<file path="config.mk">
export PLATFORM = sky130hd
export DESIGN_NAME = gauss_clt_q8_24
export DESIGN_NICKNAME = d
export VERILOG_FILES = /design/src/rtl/heston_pkg.sv /design/src/rtl/gauss_clt_q8_24.sv
export SDC_FILE = /design/constraint.sdc
export NUM_CORES = 1
export LEC_CHECK = 0
export CELL_PAD_IN_SITES_DETAIL_PLACEMENT = 1
export CELL_PAD_IN_SITES_GLOBAL_PLACEMENT = 2
export CORE_AREA = 3 3 113 170
export CTS_BUF_LIST = sky130_fd_sc_hd__clkbuf_8 sky130_fd_sc_hd__clkbuf_16
export CTS_CLUSTER_SIZE = 40
export DETAILED_ROUTE_END_ITERATION = 10
export DIE_AREA = 0 0 116 173
export PLACE_DENSITY_LB_ADDON = 0.1
export SLEW_MARGIN = 20
export SYNTH_ARGS = -nofsm -noshare
export SYNTH_HDL_FRONTEND = slang
export SYNTH_SLANG_ARGS = --single-unit
</file>
<file path="constraint.sdc">
create_clock -name clk -period 6 [get_ports clk]
set_input_delay 1.2 -clock clk [delete_from_list [all_inputs] [get_ports clk]]
set_output_delay 1.2 -clock clk [all_outputs]
set_load 0.01 [all_outputs]
</file>
<file path="src/rtl/heston_pkg.sv">
// Shared Q8.24 constants, path-engine state encoding and helpers for the Heston blocks.
package heston_pkg;

  localparam int          Q_FRAC = 24;
  localparam logic [31:0] Q_ONE  = 32'h0100_0000;

  typedef logic [0:0] state_t;
  localparam state_t S_ACC  = 1'b0;
  localparam state_t S_WAIT = 1'b1;

  // Mean of num_sum uniforms in [0,1): num_sum/2 in Q8.24.
  function automatic logic [31:0] clt_offset(input int num_sum);
    clt_offset = 32'(num_sum) << (Q_FRAC - 1);
  endfunction

endpackage

</file>
<file path="src/rtl/gauss_clt_q8_24.sv">
// Central-limit normal generator: sums NUM_SUM uniform Q8.24 samples, removes the mean,
// and hands the result downstream through valid/ready with a one-deep pending slot.
module gauss_clt_q8_24
  import heston_pkg::*;
#(
  parameter int NUM_SUM   = 12,
  parameter int CNT_W     = 4,
  parameter int OUT_CNT_W = 16
) (
  input  logic                 clk,
  input  logic                 reset,
  input  logic                 en,
  input  logic [31:0]          rand_in,
  output logic                 rng_en,
  output logic [31:0]          z_out,
  output logic                 z_valid,
  input  logic                 z_ready,
  output logic [OUT_CNT_W-1:0] n_delivered
);

  localparam logic [31:0]      OFFSET   = clt_offset(NUM_SUM);
  localparam logic [CNT_W-1:0] CNT_LAST = CNT_W'(NUM_SUM - 1);

  state_t                 r_state;
  logic signed [31:0]     r_acc;
  logic [CNT_W-1:0]       r_cnt;
  logic [31:0]            r_pending;
  logic [31:0]            r_z_out;
  logic                   r_z_valid;
  logic [OUT_CNT_W-1:0]   r_n_delivered;

  logic                   w_rng_en;
  logic signed [31:0]     w_acc_next;
  logic [31:0]            w_result;
  logic                   w_last;
  logic                   w_xfer;
  logic                   w_slot_free;
  logic                   w_unused_upper;

  assign w_rng_en       = (r_state == S_ACC) && en && !reset;
  assign w_acc_next     = r_acc + $signed({8'b0, rand_in[23:0]});
  assign w_result       = w_acc_next - OFFSET;
  assign w_last         = (r_cnt == CNT_LAST);
  assign w_xfer         = r_z_valid && z_ready;
  assign w_slot_free    = !r_z_valid || z_ready;
  // The RNG integer byte is always zero for [0,1) samples; it is deliberately ignored.
  assign w_unused_upper = ^rand_in[31:24];

  always_ff @(posedge clk) begin
    if (reset) begin
      r_state       <= S_ACC;
      r_acc         <= '0;
      r_cnt         <= '0;
      r_pending     <= '0;
      r_z_out       <= '0;
      r_z_valid     <= 1'b0;
      r_n_delivered <= '0;
    end else begin
      if (w_xfer) begin
        r_n_delivered <= r_n_delivered + 1'b1;
        r_z_valid     <= 1'b0;
      end

      case (r_state)
        S_ACC: begin
          if (w_rng_en) begin
            if (!w_last) begin
              r_acc <= w_acc_next;
              r_cnt <= r_cnt + 1'b1;
            end else begin
              r_acc <= '0;
              r_cnt <= '0;
              if (w_slot_free) begin
                r_z_out   <= w_result;
                r_z_valid <= 1'b1;
              end else begin
                r_pending <= w_result;
                r_state   <= S_WAIT;
              end
            end
          end
        end
        S_WAIT: begin
          // z_valid is necessarily high here; the pending sample replaces the one being taken.
          if (z_ready) begin
            r_z_out   <= r_pending;
            r_z_valid <= 1'b1;
            r_state   <= S_ACC;
          end
        end
        default: r_state <= S_ACC;
      endcase
    end
  end

  assign rng_en      = w_rng_en;
  assign z_out       = r_z_out;
  assign z_valid     = r_z_valid;
  assign n_delivered = r_n_delivered;

endmodule

</file>
==> metrics.csv <==
metric,value,unit
Post-Syn Area,0.00620,mm²
fmax,205,MHz
initial antenna violation count,0,
critical path class,in2reg,
nets,879,
global-route wire length before repair,31200,µm
Die Footprint,0.0201,mm²
Pleak,0.00287,µW
Slew Limit Fails,0,
CTS Root Cell,clkbuf_16,
startpoint types,input port,
HP Class,reg2reg,
max-cap violations,0,
sequential share of the synthesized area,38.1,%
Rows,60,
DRC violations left,0,
Worst Path Max Fanout,6,
Starting Density,34.7,%
"Reg clk slew, reported paths",0.06,ns
pin count of the biggest net entering global routing,77,
setup violators final,0,
worst path required time,6.32,ns
cts bufs inserted,17,
number of global-route vias before repair,6069,
DP Wirelength,13500,µm
worst skew pair latency,0.42,ns
synth warn,0,
Placer Congestion,0.796,
H-tree depth,4,
Post CTS Setup Buffer Count,0,
Gate Count Post-Synth,758,
Mapped Nets,822,
Vias,5635,
fin worst setup slack,1.12,ns
PwrDens,268,mW/mm²
Slew @ Worst Pin,0.867,ns
core region area,0.0179,mm²
# IOs,86,
worst clock skew,0.00745,ns
share of layout cells above drive strength 1,7.13,%
port bufs,77,
setup slack at placement,0.718,ns
GRT Resource Usage Total,19.7,%
Slew HR,42.2,%
DR pass1 iterations,4,
vias per cell,5.40,
final global-route overflow total,0,
Ant. Diodes,0,
drt wl/cell,18.1,µm
Post-synth EDFFs,0,
die width,116,µm
Final Cycle Share,81.3,%
Crit. End Element,register,
Final ANT Viol Nets,0,
Avg Synthesized Cell Area,8.19,µm²
setup_tns,0,ns
Synth Flop Type,dfxtp_1,
"flops & latches, synth",118,
crit path DAT,5.20,ns
library cells used by synthesis,67,
CTS tree,done,
CTS Buffer Depth,2,
peak supply drop,0.179,mV
cts repair resizes,0,
CTS Hold Bufs,0,
1st-iter DRT viols,232,
Post-Route WL,18900,µm
die height,173,µm
Post-synth ARST share,0,%
clk sinks,118,
Area growth syn-to-layout,23.7,%
unrepaired setup endpoints after global routing,false,
Final min period,4.88,ns
final hold vios,0,
status,"finished, final reports clean",
==> critical path, cell delays in order <==
cell and delay, ns:
clkdlybuf4s50_1 0.47, ha_1 0.21, fa_1 0.23, a21o_1 0.15, nand4_1 0.18, a2111o_1 0.46, nand3_1 0.19, o21ai_2 0.08
buf_4 0.17, nor2_1 0.20, xor2_1 0.34, ha_1 0.27, inv_1 0.08, mux2i_1 0.12, o22ai_1 0.23, xor2_1 0.25
mux2i_1 0.11, a211oi_1 0.24
==> logic make-up (layout without fill, tap and decap cells) <==
group | count (synthesis) | count (layout) | share of synthesized area [%]
flops | 118 | 118 | 38.1
simple gates | 279 | 279 | 19.5
buf+inv | 58 | 127 | 3.59
fa+ha+maj | 28 | 28 | 5.77
mux | 23 | 23 | 3.71
compound gates | 210 | 210 | 23.2
xor+xnor | 42 | 42 | 6.17
==> sequential cells by signal, indices dropped and copies added (netlist names) <==
name and cells:
r_cnt 4, z_out 32, r_pending 32, z_valid 1
r_acc 32, r_state 1, n_delivered 16
==> Yosys cell counts (7+ instances only) <==
master | instances | share of area (%)
a211oi_1 | 22 | 2.7
a21o_1 | 15 | 1.8
a21oi_1 | 71 | 5.7
a22oi_1 | 21 | 2.5
and3_1 | 7 | 0.71
clkbuf_1 | 43 | 2.6
dfxtp_1 | 118 | 38
ha_1 | 27 | 5.4
inv_1 | 8 | 0.48
mux2i_1 | 23 | 3.7
nand2_1 | 87 | 5.3
nand2b_1 | 7 | 0.71
nand3_1 | 18 | 1.5
nor2_1 | 123 | 7.4
nor3_1 | 9 | 0.73
o211ai_1 | 8 | 0.97
o21ai_0 | 22 | 1.8
xnor2_1 | 22 | 3.1
xor2_1 | 18 | 2.5
==> cell usage in the layout (no fill, tap or decap), types with 3 or more instances in the layout <==
cell / netlist / final
nor2_1: 123 / 123
dfxtp_1: 118 / 117
nand2_1: 87 / 87
clkdlybuf4s50_1: 0 / 76
a21oi_1: 71 / 71
ha_1: 27 / 27
mux2i_1: 23 / 23
o21ai_0: 22 / 22
a211oi_1: 22 / 22
xnor2_1: 22 / 22
a22oi_1: 21 / 21
nand3_1: 18 / 18
xor2_1: 18 / 18
clkbuf_16: 0 / 17
a21o_1: 15 / 15
buf_4: 1 / 11
inv_1: 8 / 10
nor3_1: 9 / 9
o211ai_1: 8 / 8
and3_1: 7 / 7
nand2b_1: 7 / 7
nand4_1: 6 / 6
or3_1: 6 / 6
o21bai_1: 5 / 5
o21a_1: 6 / 5
o21ai_1: 5 / 5
a31oi_1: 4 / 4
clkinv_2: 0 / 4
and2_1: 3 / 3
nand3b_1: 3 / 3
a32o_1: 3 / 3
clkinvlp_4: 0 / 3
clkinv_4: 0 / 3
==> layer usage <==
layer / part of all wire, % / global-route usage [%] / wire (µm)
met1: 39 / 21.0 / 7450
met2: 52 / 34.8 / 9780
met3: 3.4 / 4.62 / 641
met4: 5.4 / 10.8 / 1010
met5: 0 / 0 / 0
==> report_power, final <==
part           internal [µW]  switching, µW  total [µW]
combinational            114            193         307
sequential               799           9.28         808
clock                    562            382         944
==> final timing paths <==
| check | from | end | slack [ns] | depth (start not counted) |
|---|---|---|---|---|
| worst max-delay path | rand_in[0] | z_out[29] | 1.12 | 18 |
| worst min-delay path | r_pending[15] | r_pending[15] | 0.46 | 2 |
| worst min register to register | r_pending[15] | r_pending[15] | 0.46 | 2 |
| worst max register to register | r_acc[0] | z_out[29] | 2.04 | 17 |
==> area by class of cell <==
cell class | instances | area, µm²
multi-input cells | 582 | 3620
flip-flops and latches | 118 | 2360
inverters | 9 | 33.8
repair buffers | 87 | 843
well taps | 217 | 272
clock inverters | 14 | 115
fillers | 2122 | 10200
clock buffers | 17 | 425
==> stage by stage <==
step / cell area [µm²] / cells / power [µW] / hold WS, ns / util, %
global placement: 7130 / 1013 / 1130 / 0.439 / 39.9
finish: 7670 / 1044 / 2060 / 0.457 / 42.9
detailed placement: 7130 / 1013 / 1130 / 0.451 / 39.9
CTS: 7670 / 1044 / 2090 / 0.459 / 42.9
global route: 7670 / 1044 / 2160 / 0.485 / 42.9
floorplan: 6200 / 758 / 1020 / 0.432 / -
No activity file was read; power rests on OpenSTA's default activity.
